## src/rtl/out_port_bank_if.sv

```systemverilog
// Bus between the BRISC output-instruction unit (master) and the output
// port bank (slave). Carries the write request and the bank's outputs.
// Optional: OUT_PORT_READBACK_EN adds the registered rd_data readback bus.
interface out_port_bank_if #(
    parameter int NUM_PORTS = 4,
    parameter int DATA_W    = 16,
    parameter int SEL_W     = 4
);
    logic [SEL_W-1:0]            port_sel;
    logic                        out_write_en;
    logic [1:0]                  write_mode;
    logic [DATA_W-1:0]           data_out;
    logic [NUM_PORTS*DATA_W-1:0] ports;
    logic [NUM_PORTS-1:0]        port_strobe;
    logic [NUM_PORTS-1:0]        pulse_busy;
    logic                        sel_err;
`ifdef OUT_PORT_READBACK_EN
    logic [DATA_W-1:0]           rd_data;
`endif

    modport master (
        output port_sel, out_write_en, write_mode, data_out,
`ifdef OUT_PORT_READBACK_EN
        input  rd_data,
`endif
        input  ports, port_strobe, pulse_busy, sel_err
    );

    modport slave (
        input  port_sel, out_write_en, write_mode, data_out,
`ifdef OUT_PORT_READBACK_EN
        output rd_data,
`endif
        output ports, port_strobe, pulse_busy, sel_err
    );
endinterface

```

## src/rtl/out_port_bank.sv

```systemverilog
// Output-port register bank for the BRISC core. NUM_PORTS independent
// DATA_W-bit registers with write / bit-set / bit-clear / timed-pulse modes,
// a one-cycle update strobe per port and an out-of-range select error pulse.
// Optional: define OUT_PORT_READBACK_EN to add the registered rd_data output.
module out_port_bank #(
    parameter int NUM_PORTS    = 4,
    parameter int DATA_W       = 16,
    parameter int SEL_W        = 4,
    parameter int PULSE_CYCLES = 8
) (
    input  logic                 CLK,
    input  logic                 RST,
    out_port_bank_if.slave       bus
);
    localparam int CNT_W = $clog2(PULSE_CYCLES + 1);
    localparam logic [CNT_W-1:0] CNT_LOAD = CNT_W'(PULSE_CYCLES - 1);

    localparam logic [1:0] MODE_WRITE = 2'b00;
    localparam logic [1:0] MODE_SET   = 2'b01;
    localparam logic [1:0] MODE_CLEAR = 2'b10;
    localparam logic [1:0] MODE_PULSE = 2'b11;

    logic [NUM_PORTS*DATA_W-1:0] w_ports;
    logic [NUM_PORTS-1:0]        w_strobe;
    logic [NUM_PORTS-1:0]        w_busy;
    logic [NUM_PORTS-1:0]        w_hit;
    logic [DATA_W-1:0]           w_port_arr [NUM_PORTS];
    logic                        w_sel_ok;
    logic                        r_sel_err;

    // Widen by one bit so NUM_PORTS == 2**SEL_W still compares correctly.
    assign w_sel_ok = ({1'b0, bus.port_sel} < (SEL_W + 1)'(NUM_PORTS));

    genvar gi;
    generate
        for (gi = 0; gi < NUM_PORTS; gi++) begin : g_port
            localparam logic [SEL_W-1:0] K_SEL = SEL_W'(gi);

            logic [DATA_W-1:0] r_port;
            logic [DATA_W-1:0] r_restore;
            logic [CNT_W-1:0]  r_cnt;
            logic              r_busy;
            logic              r_strobe;

            assign w_hit[gi] = bus.out_write_en && (bus.port_sel == K_SEL);

            // Port register, pulse countdown and restore. An accepted write
            // always takes priority over a restore falling on the same edge.
            always_ff @(posedge CLK) begin
                if (RST) begin
                    r_port    <= '0;
                    r_restore <= '0;
                    r_cnt     <= '0;
                    r_busy    <= 1'b0;
                    r_strobe  <= 1'b0;
                end else begin
                    r_strobe <= 1'b0;
                    if (w_hit[gi]) begin
                        r_strobe <= 1'b1;
                        case (bus.write_mode)
                            MODE_WRITE: begin
                                r_port <= bus.data_out;
                                r_busy <= 1'b0;
                            end
                            MODE_SET: begin
                                r_port <= r_port | bus.data_out;
                                r_busy <= 1'b0;
                            end
                            MODE_CLEAR: begin
                                r_port <= r_port & ~bus.data_out;
                                r_busy <= 1'b0;
                            end
                            default: begin
                                // A retrigger keeps the original pre-pulse value.
                                if (!r_busy) r_restore <= r_port;
                                r_port <= bus.data_out;
                                r_cnt  <= CNT_LOAD;
                                r_busy <= 1'b1;
                            end
                        endcase
                    end else if (r_busy) begin
                        if (r_cnt == '0) begin
                            r_port   <= r_restore;
                            r_busy   <= 1'b0;
                            r_strobe <= 1'b1;
                        end else begin
                            r_cnt <= r_cnt - 1'b1;
                        end
                    end
                end
            end

            assign w_ports[gi*DATA_W +: DATA_W] = r_port;
            assign w_port_arr[gi]               = r_port;
            assign w_strobe[gi]                 = r_strobe;
            assign w_busy[gi]                   = r_busy;
        end
    endgenerate

    // Select error pulses for one cycle after an out-of-range write request.
    always_ff @(posedge CLK) begin
        if (RST) r_sel_err <= 1'b0;
        else     r_sel_err <= bus.out_write_en && !w_sel_ok;
    end

    assign bus.ports       = w_ports;
    assign bus.port_strobe = w_strobe;
    assign bus.pulse_busy  = w_busy;
    assign bus.sel_err     = r_sel_err;

`ifdef OUT_PORT_READBACK_EN
    logic [DATA_W-1:0] w_rd_mux;
    logic [DATA_W-1:0] r_rd_data;

    // Select the addressed port; out-of-range selects read as zero.
    always_comb begin
        w_rd_mux = '0;
        for (int i = 0; i < NUM_PORTS; i++) begin
            if (bus.port_sel == SEL_W'(i)) w_rd_mux = w_port_arr[i];
        end
    end

    // Registered readback: reflects the port contents one edge later.
    always_ff @(posedge CLK) begin
        if (RST) r_rd_data <= '0;
        else     r_rd_data <= w_rd_mux;
    end

    assign bus.rd_data = r_rd_data;
`else
    logic w_unused_arr;
    assign w_unused_arr = ^{w_port_arr[0], w_sel_ok};
`endif
endmodule

```

## src/flat_wrapper.sv

```systemverilog
// flat-port wrapper written by rule: the top's interface ports become plain ports
module out_port_bank_flat 
#(
    parameter int NUM_PORTS    = 4,
    parameter int DATA_W       = 16,
    parameter int SEL_W        = 4,
    parameter int PULSE_CYCLES = 8
)
  (CLK, RST, bus_port_sel, bus_out_write_en, bus_write_mode, bus_data_out, bus_ports, bus_port_strobe, bus_pulse_busy, bus_sel_err);
  out_port_bank_if #(.NUM_PORTS(NUM_PORTS), .DATA_W(DATA_W), .SEL_W(SEL_W)) bus_i ();
  input  logic CLK;
  input  logic RST;
  input wire logic [$bits(bus_i.port_sel)-1:0] bus_port_sel;
  input wire logic [$bits(bus_i.out_write_en)-1:0] bus_out_write_en;
  input wire logic [$bits(bus_i.write_mode)-1:0] bus_write_mode;
  input wire logic [$bits(bus_i.data_out)-1:0] bus_data_out;
  output wire logic [$bits(bus_i.ports)-1:0] bus_ports;
  output wire logic [$bits(bus_i.port_strobe)-1:0] bus_port_strobe;
  output wire logic [$bits(bus_i.pulse_busy)-1:0] bus_pulse_busy;
  output wire logic [$bits(bus_i.sel_err)-1:0] bus_sel_err;
  assign bus_i.port_sel = bus_port_sel;
  assign bus_i.out_write_en = bus_out_write_en;
  assign bus_i.write_mode = bus_write_mode;
  assign bus_i.data_out = bus_data_out;
  assign bus_ports = bus_i.ports;
  assign bus_port_strobe = bus_i.port_strobe;
  assign bus_pulse_busy = bus_i.pulse_busy;
  assign bus_sel_err = bus_i.sel_err;
  out_port_bank #(.NUM_PORTS(NUM_PORTS), .DATA_W(DATA_W), .SEL_W(SEL_W), .PULSE_CYCLES(PULSE_CYCLES)) u_core (.CLK(CLK), .RST(RST), .bus(bus_i));
endmodule
```

## config.mk

```make
export PLATFORM = sky130hd
export DESIGN_NAME = out_port_bank_flat
export DESIGN_NICKNAME = d
export VERILOG_FILES = /design/src/rtl/out_port_bank_if.sv /design/src/rtl/out_port_bank.sv /design/src/flat_wrapper.sv
export SDC_FILE = /design/constraint.sdc
export NUM_CORES = 1
export LEC_CHECK = 0
export CAP_MARGIN = 10
export CORE_UTILIZATION = 55
export DETAILED_ROUTE_END_ITERATION = 7
export MAX_ROUTING_LAYER = met4
export PLACE_DENSITY = 0.77
export SLEW_MARGIN = 20
export SYNTH_ARGS = -nofsm -noshare
export SYNTH_HDL_FRONTEND = slang
export SYNTH_SLANG_ARGS = --single-unit
```

## constraint.sdc

```tcl
create_clock -name CLK -period 2.55 [get_ports CLK]
set_input_delay 0.51 -clock CLK [delete_from_list [all_inputs] [get_ports CLK]]
set_output_delay 0.51 -clock CLK [all_outputs]
set_load 0.005 [all_outputs]
```

==> results of run 1 <==
[metal layers]
| layer | vias to the layer above | part of all wire (%) | global-route usage, % |
|---|---|---|---|
| li1 | 3145 | - | - |
| met5 | - | 0 | - |
| met1 | 3202 | 44 | 41.2 |
| met3 | 40 | 7.3 | 7.47 |
| met4 | 0 | 1.8 | 10.2 |
| met2 | 270 | 47 | 48.4 |
[layout make-up]
type / instances / area, µm²
clock buffer: 22 / 464
clock inverter: 9 / 123
fill: 976 / 3480
inverter: 24 / 90.1
multi-input combinational: 583 / 3750
sequential: 153 / 3060
tap: 172 / 215
timing repair buffer: 146 / 1490
[power by group through the flow]
stage	clock (mW)	sequential (mW)	combinational, mW
floorplan	0	2.49	0.217
global placement	0	2.49	0.443
detailed placement	0	2.49	0.454
CTS	2.55	2.44	0.457
global route	2.65	2.44	0.498
finish	2.53	2.44	0.464
[how the worst max path moves through the flow]
stage               cells after the start                             end
floorplan                               7  u_core.g_port[1].r_restore[10]
global placement                        7       u_core.g_port[0].r_cnt[2]
detailed placement                      7  u_core.g_port[0].r_restore[12]
CTS                                     7  u_core.g_port[0].r_restore[12]
global route                            7  u_core.g_port[0].r_restore[12]
finish                                  7  u_core.g_port[0].r_restore[12]
[Yosys cell counts, types with 9 or more instances]
library cell  number  area [µm²]
nor2_1            92         345
a211oi_1          24         180
dfxtp_1          153        3060
a211o_1           28         245
mux2i_1           49         490
mux2_2            21         236
clkbuf_1          46         173
o21ai_0            9        45.0
a21oi_1          107         536
nand2_1           90         338
a21o_1            28         210
a311oi_1          37         324
inv_1             23        86.3
nand2b_1          24         150
nor3_1            15        75.1
[critical path, cell delays in order]
cell and delay (ns):
clkdlybuf4s50_1 0.50, ha_1 0.25, or4b_1 0.59, nor3_4 0.20, buf_12 0.20, mux2i_1 0.31, nor2_1 0.08
[kinds of logic after synthesis]
logic type                 Yosys count  synth area share, %
buffers and inverters               92                 5.77
AOI/OAI and AO/OA                  242                 22.5
and+or+nand+nor                    261                 17.3
muxes                               70                 10.1
xor gates and xnor gates             3                0.366
DFF                                153                 42.7
adders and majority gates            7                 1.22
[state kept, by name, indices dropped and copies added, names as in the netlist]
signal and flops:
u_core.g_port.r_cnt 16, u_core.g_port.r_port 64, u_core.g_port.r_strobe 4, u_core.bus.sel_err 1, u_core.g_port.r_busy 4, u_core.g_port.r_restore 64
[stage by stage]
step | util (%) | power, mW
floorplan | - | 2.70
global placement | 67.9 | 2.93
detailed placement | 67.9 | 2.95
CTS | 72.5 | 5.45
global route | 72.5 | 5.59
finish | 72.5 | 5.43
==> flow_metrics.tcl, run 1 <==
set metrics [dict create \
    status "finished, final reports clean" \
    antenna_cells 0 \
    hold_violations 0 \
    remaining_drc_errors 0 \
    grt_antenna_before_repair 0 \
    power_frac_seq_pct 44.9 \
    reg2regPathDepth 7 \
    p_switching_mw 1.24 \
    cp-end-kind "flip-flop" \
    syn-cell-area_um2 7180 \
    clk_pin_slew_ns 0.06 \
    ys_ff_latch 153 \
    ys_warn_count 0 \
    rows 41 \
    io_pins 98 \
    drive_gt1_share_pct 12.7 \
    dp_worst_setup_slack_ns -0.133 \
    p_leak_nw 3.19 \
    die_area_um2 13500 \
    setup_viol_count_final 0 \
    clockRootBuffer "clkbuf_16" \
    synth_cell_types 44 \
    num_vias 6657 \
    path_class "in -> reg" \
    whs_endpoint "u_core.g_port[2].r_restore[0]" \
    cp.required_ns 2.85 \
    max_slew_margin_pct 46.7 \
    dp_cells 1078 \
    routed_via_density 6.00 \
    core-area_um2 12700 \
    timing.final.ws_setup_ns 0.193 \
    final_common_cell "dfxtp_1" \
    overflow 0 \
    netlist_instances 828 \
    cts_max_path_buffers 2 \
    slew_violations 0 \
    numPortBuffers 97 \
    syn_avg_cell_area_um2 8.67 \
    die_y_um 116 \
    sw_frac_of_total_pct 22.8 \
    final_cell_mix "dfxtp_1, a21oi_1, clkdlybuf4s50_1" \
    cp_data_arrival_time_ns 2.66 \
    peakVddDrop_uv 548 \
    final.setup.tns_ns 0 \
    fin_skew_ns 0.00757 \
    cts_resized 0 \
    synth_ff_type "dfxtp_1" \
    stdcell_area_um2 9190 \
    hold_start "u_core.g_port[2].r_restore[0]" \
    placed_cell_area_um2 8600 \
    fp.dieW_um 116 \
    cts_tree "done" \
    initial_core_util_pct 56.7 \
    synth_nets 860 \
    fin_nets 957 \
    instances_no_fill 1109 \
    timing.fmax_ghz 0.424 \
    cts_hold_buffers 0 \
    synth_edf_count 0 \
    maxCapViolCount 0 \
    start_kind "primary input" \
    grt_max_degree 58 \
    layout_min_cycle_time_ns 2.36 \
    dp_hpwl_um 13700 \
    seq_area_frac_synth_pct 42.7 \
    cts_made_buffers 17 \
    htreeDepth 4 \
    wl_um 20100 \
    pwr-share-clk_pct 46.5 \
    grt_pass1_vias 6123 \
    async_flop_share_pct 0 \
    rsz0062_at_grt "no" \
    holdWs_ns 0.454 \
    dr.pass1.iters 5 \
    hold_path_class "reg -> reg" \
    cts_setup_buffers 0 \
    reg2reg_setup_slack_ns 0.30 \
    grt_pass1_wl_um 31600 \
    antenna_left 0 \
    drtIter0Drc 783 \
    cp_max_fo 16 \
    whs_path_depth 2 \
    p_per_area_nw_per_um2 591 \
    wl_per_cell_um 18.1 \
    worstReg2RegStart "u_core.g_port[2].r_cnt[0]" \
    p_int_mw 4.19 \
    clk_latency_ns 0.43 \
    syn_to_final_growth_pct 28.0 \
    cts.sinks 153 \
    r2r_end "u_core.g_port[2].r_port[11]" \
    globalplace.congestion 0.849 \
    tightestPinTransition_ns 0.798 \
    crit_path_start "bus_write_mode[0]" \
    track_usage_pct 31.7 \
    finalCritPeriodShare_pct 92.4 \
    combPwrFrac_pct 8.5 \
]
Note: power is estimated with default switching activity, not from simulation.
==> run 2, diff against run 1 <==
--- a/config.mk
+++ b/config.mk
@@ -5,7 +5,7 @@
 export SDC_FILE = /design/constraint.sdc
 export NUM_CORES = 1
 export LEC_CHECK = 0
-export CAP_MARGIN = 10
+export CAP_MARGIN = 30
 export CORE_UTILIZATION = 55
 export DETAILED_ROUTE_END_ITERATION = 7
 export MAX_ROUTING_LAYER = met4
==> results of run 2 <==
No change in the layout: final DEF, timing and power equal those of run 1.
